[config.mk]
export PLATFORM = sky130hd
export DESIGN_NAME = sprite_rle_loader_flat
export DESIGN_NICKNAME = d
export VERILOG_FILES = /design/src/rtl/sprite_rle_if.sv /design/src/rtl/sprite_rle_loader.sv /design/src/flat_wrapper.sv
export SDC_FILE = /design/constraint.sdc
export NUM_CORES = 1
export LEC_CHECK = 0
export ABC_AREA = 1
export CORE_MARGIN = 2
export CORE_UTILIZATION = 35
export CTS_CLUSTER_DIAMETER = 200
export CTS_CLUSTER_SIZE = 24
export DETAILED_ROUTE_END_ITERATION = 6
export GPL_TIMING_DRIVEN = 0
export PLACE_DENSITY = 0.61
export SLEW_MARGIN = 20
export SYNTH_ARGS = -nofsm -noshare
export SYNTH_HDL_FRONTEND = slang
export SYNTH_SLANG_ARGS = --single-unit
[constraint.sdc]
create_clock -name clk -period 1.6 [get_ports clk]
set_clock_uncertainty 0.05 [all_clocks]
set_input_delay 0.4 -clock clk [delete_from_list [all_inputs] [get_ports clk]]
set_output_delay 0.4 -clock clk [all_outputs]
set_load 0.02 [all_outputs]
[src/rtl/sprite_rle_if.sv]
// Token stream and sprite RAM write port between the host/UART loader and
// sprite_rle_loader. The loader takes the slave modport.
interface sprite_rle_if #(
  parameter int X_BITS  = 6,
  parameter int Y_BITS  = 6,
  parameter int COLOR_W = 12,
  parameter int RUN_W   = 4
);
  logic                       in_valid;
  logic [RUN_W+COLOR_W-1:0]   in_data;
  logic                       in_ready;
  logic                       wr_en;
  logic [X_BITS+Y_BITS-1:0]   wr_addr;
  logic [COLOR_W-1:0]         wr_data;

  modport master (
    output in_valid, in_data,
    input  in_ready, wr_en, wr_addr, wr_data
  );

  modport slave (
    input  in_valid, in_data,
    output in_ready, wr_en, wr_addr, wr_data
  );
endinterface

[src/rtl/sprite_rle_loader.sv]
// Expands a run-length-encoded token stream into one sequential sprite RAM
// write per clock, row-major from address 0 up to the last pixel.
module sprite_rle_loader #(
  parameter int X_BITS  = 6,
  parameter int Y_BITS  = 6,
  parameter int COLOR_W = 12,
  parameter int RUN_W   = 4
) (
  input  logic          clk,
  input  logic          rst_n,
  input  logic          start,
  input  logic          abort,
  sprite_rle_if.slave   bus,
  output logic          busy,
  output logic          done,
  output logic          overflow
);

  localparam int A_W   = X_BITS + Y_BITS;
  localparam int REM_W = RUN_W + 1;
  localparam logic [A_W-1:0] MAX_ADDR = '1;

  typedef enum logic {IDLE, LOAD} state_t;

  state_t               state, state_nxt;
  logic [A_W-1:0]       addr_p0, addr_nxt;
  logic [REM_W-1:0]     rem_p0, rem_nxt;
  logic [COLOR_W-1:0]   cur_color_p0, color_nxt;
  logic                 vld_p1, vld_nxt;
  logic [A_W-1:0]       wr_addr_p1, wr_addr_nxt;
  logic [COLOR_W-1:0]   wr_data_p1, wr_data_nxt;
  logic                 done_p1, done_nxt;
  logic                 ovf_q, ovf_nxt;
  logic                 in_ready_c;

  logic [RUN_W-1:0]     tok_run;
  logic [COLOR_W-1:0]   tok_color;

  assign tok_run   = bus.in_data[RUN_W+COLOR_W-1:COLOR_W];
  assign tok_color = bus.in_data[COLOR_W-1:0];

  always_comb begin
    state_nxt   = state;
    addr_nxt    = addr_p0;
    rem_nxt     = rem_p0;
    color_nxt   = cur_color_p0;
    vld_nxt     = 1'b0;
    wr_addr_nxt = wr_addr_p1;
    wr_data_nxt = wr_data_p1;
    done_nxt    = 1'b0;
    ovf_nxt     = ovf_q;
    in_ready_c  = 1'b0;

    case (state)
      IDLE: begin
        // done_p1 high means the load just finished this cycle; that start is dropped
        if (start && !abort && !done_p1) begin
          state_nxt = LOAD;
          addr_nxt  = '0;
          rem_nxt   = '0;
          ovf_nxt   = 1'b0;
        end
      end
      LOAD: begin
        // Accept while the last pixel of the current run issues, unless that pixel is MAX
        in_ready_c = !abort &&
                     ((rem_p0 == '0) || ((rem_p0 == REM_W'(1)) && (addr_p0 != MAX_ADDR)));
        if (abort) begin
          state_nxt = IDLE;
          rem_nxt   = '0;
        end else begin
          if (rem_p0 != '0) begin
            vld_nxt     = 1'b1;
            wr_addr_nxt = addr_p0;
            wr_data_nxt = cur_color_p0;
            addr_nxt    = addr_p0 + A_W'(1);
            rem_nxt     = rem_p0 - REM_W'(1);
            if (addr_p0 == MAX_ADDR) begin
              done_nxt  = 1'b1;
              state_nxt = IDLE;
              rem_nxt   = '0;
              if (rem_p0 > REM_W'(1)) ovf_nxt = 1'b1;
            end
          end
          if (in_ready_c && bus.in_valid) begin
            color_nxt = tok_color;
            rem_nxt   = REM_W'(tok_run) + REM_W'(1);
          end
        end
      end
      default: state_nxt = IDLE;
    endcase
  end

  // Stage p0 (loader state) -> stage p1 (RAM write port)
  always_ff @(posedge clk or negedge rst_n) begin
    if (!rst_n) begin
      state        <= IDLE;
      addr_p0      <= '0;
      rem_p0       <= '0;
      cur_color_p0 <= '0;
      vld_p1       <= 1'b0;
      wr_addr_p1   <= '0;
      wr_data_p1   <= '0;
      done_p1      <= 1'b0;
      ovf_q        <= 1'b0;
    end else begin
      state        <= state_nxt;
      addr_p0      <= addr_nxt;
      rem_p0       <= rem_nxt;
      cur_color_p0 <= color_nxt;
      vld_p1       <= vld_nxt;
      wr_addr_p1   <= wr_addr_nxt;
      wr_data_p1   <= wr_data_nxt;
      done_p1      <= done_nxt;
      ovf_q        <= ovf_nxt;
    end
  end

  assign bus.in_ready = in_ready_c;
  assign bus.wr_en    = vld_p1;
  assign bus.wr_addr  = wr_addr_p1;
  assign bus.wr_data  = wr_data_p1;
  assign busy         = (state == LOAD);
  assign done         = done_p1;
  assign overflow     = ovf_q;

endmodule

[src/flat_wrapper.sv]
// flat-port wrapper written by rule: the top's interface ports become plain ports
module sprite_rle_loader_flat 
#(
  parameter int X_BITS  = 6,
  parameter int Y_BITS  = 6,
  parameter int COLOR_W = 12,
  parameter int RUN_W   = 4
)
  (clk, rst_n, start, abort, busy, done, overflow, bus_in_valid, bus_in_data, bus_in_ready, bus_wr_en, bus_wr_addr, bus_wr_data);
  sprite_rle_if #(.X_BITS(X_BITS), .Y_BITS(Y_BITS), .COLOR_W(COLOR_W), .RUN_W(RUN_W)) bus_i ();
  input  logic clk;
  input  logic rst_n;
  input  logic start;
  input  logic abort;
  output logic busy;
  output logic done;
  output logic overflow;
  input wire logic [$bits(bus_i.in_valid)-1:0] bus_in_valid;
  input wire logic [$bits(bus_i.in_data)-1:0] bus_in_data;
  output wire logic [$bits(bus_i.in_ready)-1:0] bus_in_ready;
  output wire logic [$bits(bus_i.wr_en)-1:0] bus_wr_en;
  output wire logic [$bits(bus_i.wr_addr)-1:0] bus_wr_addr;
  output wire logic [$bits(bus_i.wr_data)-1:0] bus_wr_data;
  assign bus_i.in_valid = bus_in_valid;
  assign bus_i.in_data = bus_in_data;
  assign bus_in_ready = bus_i.in_ready;
  assign bus_wr_en = bus_i.wr_en;
  assign bus_wr_addr = bus_i.wr_addr;
  assign bus_wr_data = bus_i.wr_data;
  sprite_rle_loader #(.X_BITS(X_BITS), .Y_BITS(Y_BITS), .COLOR_W(COLOR_W), .RUN_W(RUN_W)) u_core (.clk(clk), .rst_n(rst_n), .start(start), .abort(abort), .bus(bus_i), .busy(busy), .done(done), .overflow(overflow));
endmodule
Yosys cells after proc, flatten, opt, wreduce, memory -nomap -nowiden
Index checks and enable logic that the tools add are counted.
{ "word_totals": {"elab_cells": 68, "out_inout_bits": 29, "regBits": 57, "inputBits": 21} }
{ "op_classes": {"eq_ne": 9, "add_sub_neg": 3, "n_lt_le_gt_ge": 1, "n_reduce_logical": 15, "n_bitwise": 2, "n_mux": 29} }
{ "op_table": {"columns": ["cell", "count"], "rows": [
  ["$mux 12", 3],
  ["$mux 5", 5],
  ["$pmux 12 s2", 1],
  ["$mux 1", 17],
  ["$add 12x1->12 const B", 1],
  ["$eq 12x12->1 const B", 1],
  ["$ne 12x12->1 const B", 1],
  ["$pmux 5 s2", 1],
  ["$reduce_and 3->1", 3],
  ["$ne 2x2->1 const B", 4],
  ["$add 4x1->5 const B", 1],
  ["$eq 5x1->1 const B", 1],
  ["$gt 5x1->1 const B", 1],
  ["$logic_and 1x1->1", 5],
  ["$logic_not 5->1", 1],
  ["$reduce_and 5->1", 1],
  ["$reduce_bool 5->1", 1],
  ["$sub 5x1->5 const B", 1],
  ["$ne 4x4->1 const B", 1],
  ["$pmux 1 s2", 2],
  ["$logic_not 1->1", 2],
  ["$ne 2x1->1 const B", 1],
  ["$not 1->1", 2],
  ["$reduce_and 2->1", 1],
  ["$logic_or 1x1->1", 1]
]} }

Logic depth before layout (Yosys ltp)
{ "logic_depth": {"word_depth": 8, "mapped_depth": 11} }

Least setup slack after synthesis
No wires, ideal clock.
{ "synth_timing": {"path_type": "register to output", "startpoint": "reg u_core.addr_p0[0]", "endpoint": "out bus_in_ready", "t_arrival_ns": 1.614, "slack_ns": -0.464, "path_buffers": 0, "required_ns": 1.150, "stages_incl_launch_ff": 7, "path_cell_list": "dfrtp_1 > ha_1 > nand2_1 > nor2_2 > nand4_4 > nand2_1 > a211oi_1"} }
{ "synth_between": {"elab_chain_cells": 5} }
{ "synth_rtl": {"columns": ["item", "line_no", "rtl"], "rows": [
  ["from (decl)", "sprite_rle_loader.sv:26", "logic [A_W-1:0] addr_p0, addr_nxt;"],
  ["from (signal assigned)", "sprite_rle_loader.sv:109", "addr_p0 <= addr_nxt;"],
  ["$ne 12x12->1", "sprite_rle_loader.sv:67", "((rem_p0 == '0) || ((rem_p0 == REM_W'(1)) && (addr_p0 != MAX_ADDR)));"],
  ["$logic_and 1x1->1", "sprite_rle_loader.sv:67", null],
  ["$logic_or 1x1->1", "sprite_rle_loader.sv:67", null],
  ["$logic_and 1x1->1", "sprite_rle_loader.sv:66", "in_ready_c = !abort &&"],
  ["$mux 1", "sprite_rle_loader.sv:54", "case (state)"],
  ["to (decl)", "flat_wrapper.sv:20", "output wire logic [$bits(bus_i.in_ready)-1:0] bus_in_ready;"]
]} }
No other way between the ends.

Worst setup path in the final report
{ "layout_timing": {"startpoint": "reg u_core.addr_p0[1]", "endpoint": "out bus_in_ready"} }
The elaborated chain is that of the path after synthesis.

==> flow_metrics.env <==
export IMPL_die_area_um2=8520
export IMPL_viasPerCell=4.74
export IMPL_drc=0
export IMPL_p_per_area_nw_per_um2=1410
export IMPL_grt_overflow=0
export IMPL_synth_edff_count=0
export IMPL_critPathLaunchType="flip-flop"
export IMPL_drive_gt1_frac=0.316
export IMPL_slew_headroom=0.696
export IMPL_arrival_ns=1.61
export IMPL_p_comb_frac=0.408
export IMPL_ir_drop_v=0.000614
export IMPL_drt_initial_drc_count=105
export IMPL_maxSlewViolCount=0
export IMPL_gp_congestion=0.811
export IMPL_cts_root_buf="clkbuf_8"
export IMPL_yosysWarnings=0
export IMPL_netlist_top_cells_area="dfrtp_1, nand2_1, nand3_1, inv_1, nand4_1"
export IMPL_total_leakage_power_nw=2.13
export IMPL_clockPowerShare=0.246
export IMPL_synth_sequential_area_ratio=0.523
export IMPL_power_mw=6.04
export IMPL_num_rows=32
export IMPL_synth_top_area_frac=0.523
export IMPL_first_pass_iters=4
export IMPL_switchingPower_mw=2.17
export IMPL_synth_area_um2=2730
export IMPL_ys_ff_latch=57
export IMPL_yosysTopAreaCell="dfrtp_1"
export IMPL_drtAntennaViolNets=0
export IMPL_min_path_type="reg2reg"
export IMPL_post_dp_cell_area_um2=3420
export IMPL_path_clk_slew_ns=0.07
export IMPL_avgRoutedWirePerCell_um=13.2
export IMPL_area_growth_pct=57.2
export IMPL_synthMostInstantiatedCell="nand2_1"
export IMPL_ios=50
export IMPL_clk_path_buf_depth=2
export IMPL_wirelength_mm=7.02
export IMPL_cts_sinks=57
export IMPL_hold_violations=0
export IMPL_vias=2525
export IMPL_cts_buffers=9
export IMPL_finalCritPeriodShare=1.29
export IMPL_antenna_found_initial=0
export IMPL_setup_viol_count_final=55
export IMPL_timing_fmax_mhz=485
export IMPL_fp_dieH_um=92.3
export IMPL_netlist_instances=331
export IMPL_worst_slew_pin_slew_ns=0.455
export IMPL_crit_fanout=6
export IMPL_htree_levels=3
export IMPL_syn_nets=357
export IMPL_synth_top_flop_cell="dfrtp_1"
export IMPL_ys_async_sr_fraction=1.00
export IMPL_synthDistinctLibCells=29
export IMPL_chipWidth_um=92.3
export IMPL_violations="setup timing"
export IMPL_grt_pass1_vias=2570
export IMPL_syn_area_per_cell_um2=8.24
export IMPL_fin_crit_ns=2.06
export IMPL_grt_max_degree=32
export IMPL_num_fill_cells=710
export IMPL_grt_setup_unrepaired="yes"
export IMPL_synth_common_cells="nand2_1, dfrtp_1, nand3_1"
export IMPL_port_buffers=49
export IMPL_endpoint_kind="output pin"
export IMPL_critPathKind="reg2out"
export IMPL_switching_share=0.359
export IMPL_antenna_cells=0
export IMPL_setup_ws_ns=-0.463
export IMPL_grt_pass1_wl_mm=11.8
export IMPL_seqPwrFrac=0.345
export IMPL_final_area_um2=4290
export IMPL_cts_tree="yes"
export IMPL_internal_power_mw=3.87
export IMPL_cap_viol_max_count=0
export IMPL_dp_hpwl_mm=4.33
export IMPL_initial_core_util=0.357
export IMPL_grt_total_usage=0.173
export IMPL_cp_data_required_time_ns=1.15
export IMPL_status="complete, but fails checks"
export IMPL_clock_latency_ns=0.34
export IMPL_core_um2=7650
export IMPL_nNetsFinal=452
## area by class of cell
cell class / instances / area [um^2] / area share
buffer: 7 / 76.3 / 0.0178
clock buffer: 9 / 124 / 0.0289
clock inverter: 7 / 93.8 / 0.0219
inverter: 24 / 101 / 0.0236
multi-input combinational: 242 / 1450 / 0.339
sequential: 57 / 1430 / 0.334
tap: 102 / 128 / 0.0298
timing repair buffer: 85 / 881 / 0.205
## cells in the final DEF (no fill, tap or decap), drive strengths merged
master	Yosys	routed
nand2	143	143
nor2	19	19
xnor2	1	1
dfrtp	57	57
buf	6	42
o21bai	1	1
inv	24	24
ha	5	5
o21a	1	1
clkinv	0	2
a211oi	1	1
nor3	4	4
dlygate4sd2	0	28
clkinvlp	0	3
xor2	4	4
dlygate4sd3	0	1
nand3	29	29
o21ai	18	18
a21oi	3	3
clkbuf	2	11
clkdlybuf4s50	0	19
bufinv	0	2
nand4	12	12
nand3b	1	1
## stage by stage
| step | worst slack [ns] | util | instances | hold WS [ns] | TNS [ns] |
|---|---|---|---|---|---|
| after detailed placement | -0.817 | 0.447 | 483 | 0.285 | -23.13 |
| after global placement | -1.76 | 0.445 | 482 | 0.401 | -122.42 |
| after global routing | -0.531 | 0.561 | 533 | 0.444 | -19.89 |
| final | -0.463 | 0.561 | 533 | 0.418 | -14.74 |
| after CTS | -0.455 | 0.538 | 529 | 0.421 | -14.35 |
| after floorplan | -0.176 | - | 331 | 0.0544 | -0.176 |
## what timing repair did
action                     in CTS  in global routing
hold buffers                    1                  0
gates resized for setup       115                 44
setup endpoints to repair      81                 56
gates cloned                    4                  1
setup buffers                  25                  7
hold endpoints to repair       26                  0
pin swaps                      13                 11
## flip-flops by register name, summed over array words and instances (netlist names)
register,count
u_core.bus.wr_en,1
u_core.rem_p0,5
u_core.bus.wr_addr,12
u_core.bus.wr_data,12
u_core.busy,1
u_core.addr_p0,12
u_core.cur_color_p0,12
u_core.done,1
u_core.overflow,1
## cells by family (layout without fill, tap and decap cells)
group,after synthesis,after routing,share of synthesized area
adder cells (fa/ha/maj),5,5,0.0229
AO/OA/AOI/OAI,24,24,0.0509
buffers and inverters,32,132,0.0500
XOR/XNOR,5,5,0.0160
AND/OR/NAND/NOR,208,208,0.337
flip-flops,57,57,0.523
## power groups by stage
stage	Clock [mW]	Sequential [mW]	Combinational [mW]
5_1_grt	1.59	2.13	2.69
2_1_floorplan	0	2.26	0.893
4_1_cts	1.51	2.07	2.31
3_5_place_dp	0	2.10	1.73
6_report	1.49	2.09	2.47
3_3_place_gp	0	2.09	1.70
## per-layer routing
metal / wire, um / vias to the layer above / global-route usage
met5: 0 / - / 0
met4: 123 / 0 / 0.0535
met3: 222 / 12 / 0.0423
met2: 3540 / 60 / 0.283
met1: 3140 / 1196 / 0.227
li1: - / 1257 / -
## worst paths after layout
path / startpoint / endpoint / slack (ns) / depth (start not counted)
max reg2reg: u_core.rem_p0[1]$_DFFE_PN0P_ / u_core.bus.wr_addr[3]$_DFFE_PN0P_ / -0.32 / 13
min: u_core.cur_color_p0[6]$_DFFE_PN0P_ / u_core.bus.wr_data[6]$_DFFE_PN0P_ / 0.42 / 2
max: u_core.addr_p0[1]$_DFFE_PN0P_ / bus_in_ready / -0.46 / 7
min reg2reg: u_core.cur_color_p0[6]$_DFFE_PN0P_ / u_core.bus.wr_data[6]$_DFFE_PN0P_ / 0.42 / 2
min in group asynchronous: rst_n / u_core.bus.wr_addr[8]$_DFFE_PN0P_ / 0.46 / 2
max in group asynchronous: rst_n / u_core.addr_p0[2]$_DFFE_PN0P_ / 0.55 / 3
## critical path, stage by stage, from the launching register on
cell	delay (ns)
dfrtp_1	0.42
ha_4	0.20
nand2_4	0.08
nor2_4	0.05
nand4_4	0.12
nand2_4	0.07
a211oi_4	0.18
buf_6	0.15
No activity file was read; power rests on OpenSTA's default activity.
